[src/rtl/r_type_mc_ctrl_if.sv]
// Handshake/bus bundle between the R-type sequencer and its surrounding datapath.
// master = controller side, slave = datapath / instruction-memory side.
interface r_type_mc_ctrl_if #(
  parameter int unsigned PC_W  = 8,
  parameter int unsigned CNT_W = 16
);
  logic             start;
  logic             stall;
  logic [31:0]      inst;
  logic [PC_W-1:0]  pc;
  logic [31:0]      ir;
  logic [2:0]       alu_ctrl;
  logic             rf_we;
  logic [4:0]       wr_addr;
  logic             busy;
  logic             halted;
  logic             illegal;
  logic [CNT_W-1:0] retired;

  modport master (
    input  start, stall, inst,
    output pc, ir, alu_ctrl, rf_we, wr_addr, busy, halted, illegal, retired
  );

  modport slave (
    output start, stall, inst,
    input  pc, ir, alu_ctrl, rf_we, wr_addr, busy, halted, illegal, retired
  );
endinterface

[src/rtl/r_type_mc_ctrl.sv]
// Multi-cycle fetch/decode/execute/writeback sequencer for MIPS R-type instructions.
// Owns PC and IR; halts on an all-zero word or on an illegal instruction.
module r_type_mc_ctrl #(
  parameter int unsigned PC_W   = 8,
  parameter int unsigned PC_INC = 4,
  parameter int unsigned CNT_W  = 16
) (
  input logic                clk,
  input logic                rst,
  r_type_mc_ctrl_if.master   bus
);

  typedef enum logic [2:0] {
    StIdle,
    StFetch,
    StDecode,
    StExec,
    StWb,
    StHalt
  } state_e;

  state_e           state_q, state_d;
  logic [PC_W-1:0]  pc_q, pc_d;
  logic [31:0]      ir_q, ir_d;
  logic [CNT_W-1:0] retired_q, retired_d;
  logic             illegal_q, illegal_d;

  function automatic logic funct_ok(input logic [5:0] f);
    case (f)
      6'h20, 6'h22, 6'h24, 6'h25, 6'h2a: return 1'b1;
      default:                           return 1'b0;
    endcase
  endfunction

  function automatic logic [2:0] alu_decode(input logic [5:0] f);
    case (f)
      6'h22:   return 3'b110;
      6'h24:   return 3'b000;
      6'h25:   return 3'b001;
      6'h2a:   return 3'b111;
      default: return 3'b010;
    endcase
  endfunction

  always_ff @(posedge clk) begin
    if (rst) begin
      state_q   <= StIdle;
      pc_q      <= '0;
      ir_q      <= '0;
      retired_q <= '0;
      illegal_q <= 1'b0;
    end else begin
      state_q   <= state_d;
      pc_q      <= pc_d;
      ir_q      <= ir_d;
      retired_q <= retired_d;
      illegal_q <= illegal_d;
    end
  end

  // A stalled busy state holds everything; its action fires on the first unstalled cycle.
  always_comb begin
    state_d   = state_q;
    pc_d      = pc_q;
    ir_d      = ir_q;
    retired_d = retired_q;
    illegal_d = illegal_q;
    unique case (state_q)
      StIdle: begin
        if (bus.start) state_d = StFetch;
      end
      StFetch: begin
        if (!bus.stall) begin
          ir_d    = bus.inst;
          state_d = StDecode;
        end
      end
      StDecode: begin
        if (!bus.stall) begin
          if (ir_q == 32'd0) begin
            state_d = StHalt;
          end else if ((ir_q[31:26] != 6'd0) || !funct_ok(ir_q[5:0])) begin
            state_d   = StHalt;
            illegal_d = 1'b1;
          end else begin
            state_d = StExec;
          end
        end
      end
      StExec: begin
        if (!bus.stall) state_d = StWb;
      end
      StWb: begin
        if (!bus.stall) begin
          pc_d    = pc_q + PC_W'(PC_INC);
          state_d = StFetch;
          if (retired_q != {CNT_W{1'b1}}) retired_d = retired_q + CNT_W'(1);
        end
      end
      StHalt: begin
        state_d = StHalt;
      end
      default: begin
        state_d = StIdle;
      end
    endcase
  end

  // Outputs depend only on registered state plus stall; inst reaches nothing combinationally.
  always_comb begin
    bus.alu_ctrl = 3'b010;
    if ((state_q == StExec) || (state_q == StWb)) bus.alu_ctrl = alu_decode(ir_q[5:0]);
  end

  assign bus.pc      = pc_q;
  assign bus.ir      = ir_q;
  assign bus.wr_addr = ir_q[15:11];
  assign bus.rf_we   = (state_q == StWb) && !bus.stall && (ir_q[15:11] != 5'd0);
  assign bus.busy    = (state_q == StFetch) || (state_q == StDecode) ||
                       (state_q == StExec)  || (state_q == StWb);
  assign bus.halted  = (state_q == StHalt);
  assign bus.illegal = illegal_q;
  assign bus.retired = retired_q;

endmodule
[src/flat_wrapper.sv]
// flat-port wrapper written by rule: the top's interface ports become plain ports
module r_type_mc_ctrl_flat 
#(
  parameter int unsigned PC_W   = 8,
  parameter int unsigned PC_INC = 4,
  parameter int unsigned CNT_W  = 16
)
  (clk, rst, bus_start, bus_stall, bus_inst, bus_pc, bus_ir, bus_alu_ctrl, bus_rf_we, bus_wr_addr, bus_busy, bus_halted, bus_illegal, bus_retired);
  r_type_mc_ctrl_if #(.PC_W(PC_W), .CNT_W(CNT_W)) bus_i ();
  input logic clk;
  input logic rst;
  input wire logic [$bits(bus_i.start)-1:0] bus_start;
  input wire logic [$bits(bus_i.stall)-1:0] bus_stall;
  input wire logic [$bits(bus_i.inst)-1:0] bus_inst;
  output wire logic [$bits(bus_i.pc)-1:0] bus_pc;
  output wire logic [$bits(bus_i.ir)-1:0] bus_ir;
  output wire logic [$bits(bus_i.alu_ctrl)-1:0] bus_alu_ctrl;
  output wire logic [$bits(bus_i.rf_we)-1:0] bus_rf_we;
  output wire logic [$bits(bus_i.wr_addr)-1:0] bus_wr_addr;
  output wire logic [$bits(bus_i.busy)-1:0] bus_busy;
  output wire logic [$bits(bus_i.halted)-1:0] bus_halted;
  output wire logic [$bits(bus_i.illegal)-1:0] bus_illegal;
  output wire logic [$bits(bus_i.retired)-1:0] bus_retired;
  assign bus_i.start = bus_start;
  assign bus_i.stall = bus_stall;
  assign bus_i.inst = bus_inst;
  assign bus_pc = bus_i.pc;
  assign bus_ir = bus_i.ir;
  assign bus_alu_ctrl = bus_i.alu_ctrl;
  assign bus_rf_we = bus_i.rf_we;
  assign bus_wr_addr = bus_i.wr_addr;
  assign bus_busy = bus_i.busy;
  assign bus_halted = bus_i.halted;
  assign bus_illegal = bus_i.illegal;
  assign bus_retired = bus_i.retired;
  r_type_mc_ctrl #(.PC_W(PC_W), .PC_INC(PC_INC), .CNT_W(CNT_W)) u_core (.clk(clk), .rst(rst), .bus(bus_i));
endmodule
[config.mk]
export PLATFORM = sky130hd
export DESIGN_NAME = r_type_mc_ctrl_flat
export DESIGN_NICKNAME = d
export VERILOG_FILES = /design/src/rtl/r_type_mc_ctrl_if.sv /design/src/rtl/r_type_mc_ctrl.sv /design/src/flat_wrapper.sv
export SDC_FILE = /design/constraint.sdc
export NUM_CORES = 1
export LEC_CHECK = 0
export ABC_AREA = 1
export CORE_ASPECT_RATIO = 0.8
export CORE_MARGIN = 4
export CORE_UTILIZATION = 50
export CTS_CLUSTER_SIZE = 28
export DETAILED_ROUTE_END_ITERATION = 12
export DONT_BUFFER_PORTS = 1
export GPL_ROUTABILITY_DRIVEN = 1
export SLEW_MARGIN = 20
export SYNTH_ARGS = -nofsm -noshare
export SYNTH_HDL_FRONTEND = slang
export SYNTH_SLANG_ARGS = --single-unit
[constraint.sdc]
create_clock -name clk -period 3.6 [get_ports clk]
set_input_delay 0.54 -clock clk [delete_from_list [all_inputs] [get_ports clk]]
set_output_delay 0.54 -clock clk [all_outputs]
set_load 0.05 [all_outputs]
* Word level (Yosys, flattened, before mapping) *
Index checks and enable logic that the tools add are counted.

word-level totals
  register bits after elaboration = 60
  input bits = 36
  output and inout port bits = 68
  logic and storage cells = 58

operators by class
  add/sub/neg operators = 2
  eq/ne operators = 16
  multiplexer cells = 14
  bitwise logic cells = 2
  reduce and logical (&&, ||, !) cells = 19

operators with widths
  operator                                       count
  logical NOT 32 bit                             1
  == test 6 bit, second input constant           5
  two-way mux 3 bit                              8
  one-hot mux 3 bit (6 select lines)             1
  adder 16 x 1 -> 16 bit, second input constant  1
  != test 16 bit, second input constant          1
  one-hot mux 3 bit (4 select lines)             1
  != test 2 bit, second input constant           5
  adder 8 x 3 -> 8 bit, second input constant    1
  == test 3 x 2 -> 1 bit, second input constant  2
  == test 3 bit, second input constant           2
  nonzero test 6 bit                             1
  logical OR 1 bit                               5
  AND reduction 5 bit                            1
  nonzero test 5 bit                             1
  OR reduction 5 bit                             1
  two-way mux 1 bit                              4
  AND reduction 2 bit                            2
  AND reduction 4 bit                            1
  == test 3 x 1 -> 1 bit, second input constant  1
  logical NOT 3 bit                              1
  AND reduction 3 bit                            1
  logical AND 1 bit                              2
  logical NOT 1 bit                              2
  NOT 1 bit                                      2

* Logic depth before layout (Yosys ltp) *
  depth in word-level cells = 12
  gate-level depth with buffers = 11
  gate-level depth less buffers = 11

* Least setup slack after synthesis *
Ideal clock, no wire load.

  kind = flip-flop to output port
  from = reg u_core.ir_q[5], in the netlist u_core.bus.ir[5]
  to = out bus_alu_ctrl[0]
  arrival time = 2469 ps
  required time = 3060 ps
  path slack = 591 ps
  cell stages (with the launch flop) = 5
  path buffers = 0
  path through = dfxtp_1 > inv_1 > nor2_1 > nand4_1 > o22ai_1

between the ends
  word-level cells in the longest chain between the ends = 3
  elaborated cells on any way between the ends = 6
  those cells by class = 4 x eq/ne; 2 x mux

ends and longest elaborated chain
  item                                    line                   RTL
  start: declaration                      r_type_mc_ctrl.sv:24   logic [31:0] ir_q, ir_d;
  start signal: assignment                r_type_mc_ctrl.sv:55   ir_q <= ir_d;
  == test 6 bit                           r_type_mc_ctrl.sv:36   case (f)
  one-hot mux 3 bit (4 select lines) (*)  r_type_mc_ctrl.sv:36
  two-way mux 3 bit (*)                   r_type_mc_ctrl.sv:112  if ((state_q == StExec) || (state_q == StWb)) bus.alu_ctrl = alu_decode(ir_q[5:0]);
  end: declaration                        flat_wrapper.sv:17     output wire logic [$bits(bus_i.alu_ctrl)-1:0] bus_alu_ctrl;

Mark *: on every way between the ends. The rest lies on a longest branch, timed or not.

* Final worst setup path *
Ends and elaborated chain as after synthesis.

==> impl_metrics.yaml <==
synthesis:
  synth_flop_cell: "dfxtp_1"
  synth_most_common_cell: "nand2_1"
  syn_area_mm2: 0.00291
  synth_warnings: 0
  synth-edff-count: 0
  ys_seq_area_frac: 0.399
  synthArstFlopShare: 0
  yosys.area.top_type: "dfxtp_1"
  synth.top_cells.by_area: "dfxtp_1 (40%), nand3_1 (9.8%), nand2_1 (8.8%), a21oi_1 (7.6%), nor2_1 (5.9%)"
  netlist_instances: 402
  synth_commonest_cells: "nand2_1 (68), dfxtp_1 (58), nand3_1 (57), nor2_1 (46), a21oi_1 (44)"
  synth.distinct_cells: 35
  synthDominantCellAreaShare: 0.399
  synth-seq-cells: 58
  syn_avg_cell_area_um2: 7.24
critical_path:
  crit_top_cell: "buf_4"
  timing_worst_setup_path_type: "flip-flop to output port"
  arrival_ns: 2.03
  critPathSlowestCell: "dfxtp_1"
  cp_cell_sequence: "inv_1, nor2_1, nand4_1, buf_4, o22ai_1, buf_4"
  reg2reg_slack_ns: 1.28
  required_ns: 3.06
  reg2reg_depth: 11
  cp.buffers_inverters: 3
  crit_path_max_incr_delay_ns: 0.66
  cp_top_family: "flip-flops"
  end_kind: "output port"
  worstSetupPathDepth: 6
  cp-start-kind: "flip-flop"
  path_max_fanout: 4
timing:
  fmax_mhz: 389
  hold_viol: 0
  worstMarginPinSlew_ns: 0.685
  period_minus_slack_ns: 2.57
  fin_skew_ns: 0.0130
  drv_slew: 0
  tns_ns: 0
  setup_viol: 0
  fin_crit_sh: 0.714
  maxSlewHeadroom: 0.543
  rsz0062_at_grt: "no"
routing:
  drtAntennaViolNets: 0
  wire_per_inst_um: 15.2
  drt_first_pass_iters: 4
  num_vias: 2529
  drc: 0
  vias_per_cell: 5.28
  drt_wl_total_mm: 7.28
  drtIter0Drc: 127
flow_run:
  maxCapViolCount: 0
die:
  die_width_um: 93.3
  dieArea_mm2: 0.00711
  die_h_um: 76.2
  core_area_mm2: 0.00556
  start_util: 0.524
  pin_count: 104
  rows: 24
pwr:
  power_frac_seq: 0.472
  switching_share: 0.354
  power.leakage_nw: 1.16
  p_per_area_mw_per_mm2: 555
  p_int_mw: 1.12
  combPwrFrac: 0.170
  ir_worst_vdd_mv: 0.241
  clkPwrFrac: 0.357
  power_switching_uw: 611
  total_power_mw: 1.73
clocking:
  post-cts-setup-buffers: 0
  cts_tree: "yes"
  clk_pin_slew_ns: 0.07
  clk_path_buf_depth: 2
  clk_latency_ns: 0.34
  postCtsHoldBufs: 0
  htree_levels: 3
  cts_resized: 0
  clock-sinks: 58
  root_buffer: "clkbuf_8"
  cts_buffers: 9
layout:
  final_cells: 479
  drive_gt1_frac: 0.130
  area_growth_syn_to_layout_pct: 7.01
  fillCellCount: 534
  antenna_cells: 0
  fin_nets: 434
place:
  dp_hpwl_mm: 5.19
  gp_congestion: 0.815
  io_buffers: 0
  dp.cells: 463
global_route:
  track_usage: 0.209
  grt_max_degree: 49
  grt_pass1_vias: 2290
  antenna_found_initial: 0
  grt_overflow: 0
  grt_pass1_wl_mm: 11.9
outcome:
  status: "completed"
worst_hold_path:
  hold_depth: 1
  hold_class: "input pin to flip-flop"
## stage by stage
| stage | hold WS, ns | utilization | setup WS [ns] | instance area, um2 |
|---|---|---|---|---|
| detailed placement | 0.606 | 0.523 | 1.15 | 2910 |
| finish | 0.263 | 0.560 | 1.03 | 3110 |
| floorplan | 0.588 | - | 0.591 | 2910 |
| global placement | 0.604 | 0.523 | 1.19 | 2910 |
| CTS | 0.251 | 0.560 | 1.03 | 3110 |
| global route | 0.232 | 0.560 | 0.875 | 3110 |
## power groups by stage
stage                     Combinational (mW)  Sequential, mW  Clock [mW]
after floorplan                        0.251           0.838           0
after global placement                 0.291           0.831           0
after detailed placement               0.295           0.832           0
after CTS                              0.295           0.817       0.630
after global routing                   0.327           0.822       0.664
final                                  0.294           0.816       0.618
## metal layers
metal  vias up  track usage  part of all wire
met1      1139        0.286              0.49
met3         8        0.110             0.090
met2        76        0.293              0.42
met4         0       0.0425            0.0078
li1       1306            -                 -
met5         -            0                 0
## path summary, 6_finish.rpt
kind                          from                     to
max reg2reg  u_core.bus.retired[0]  u_core.bus.retired[0]
min                            rst      u_core.bus.ir[21]
min reg2reg      u_core.state_q[0]      u_core.state_q[0]
max               u_core.bus.ir[5]        bus_alu_ctrl[0]
## kinds of logic after synthesis
| group | share of synthesized area |
|---|---|
| other cells | 0.00129 |
| buf+inv | 0.105 |
| simple gates | 0.328 |
| compound gates | 0.125 |
| xor+xnor | 0.0331 |
| flops | 0.399 |
| fa+ha+maj | 0.00860 |
## final cells by class
class	count	area, um2	share of cell area
multi-input cells	285	1450	0.466
clock inverters	4	50.0	0.0161
inverters	32	124	0.0398
flip-flops and latches	58	1160	0.373
well taps	78	97.6	0.0314
clock buffers	12	155	0.0498
repair buffers	10	75.1	0.0241
## state kept, by name (all words and copies together) (netlist names)
| name | cells |
|---|---|
| u_core.bus.retired | 16 |
| u_core.bus.ir | 32 |
| u_core.state_q | 3 |
| u_core.bus.pc | 6 |
| u_core.bus.illegal | 1 |
## cells in the final DEF (no fill, tap or decap), types with 2 or more instances in the layout
master	count
a21oi_2	9
nor3_1	7
clkinvlp_4	2
nand4_1	8
clkinv_2	2
ha_1	2
nand2_1	68
o21ai_0	9
xnor2_1	6
buf_4	10
clkbuf_8	11
a21oi_1	44
nand2_2	9
nand3_1	57
inv_1	29
dfxtp_1	58
conb_1	2
xor2_1	5
nor2_1	45
nor2_2	2
nand2_4	2
Note: power is estimated with default switching activity, not from simulation.
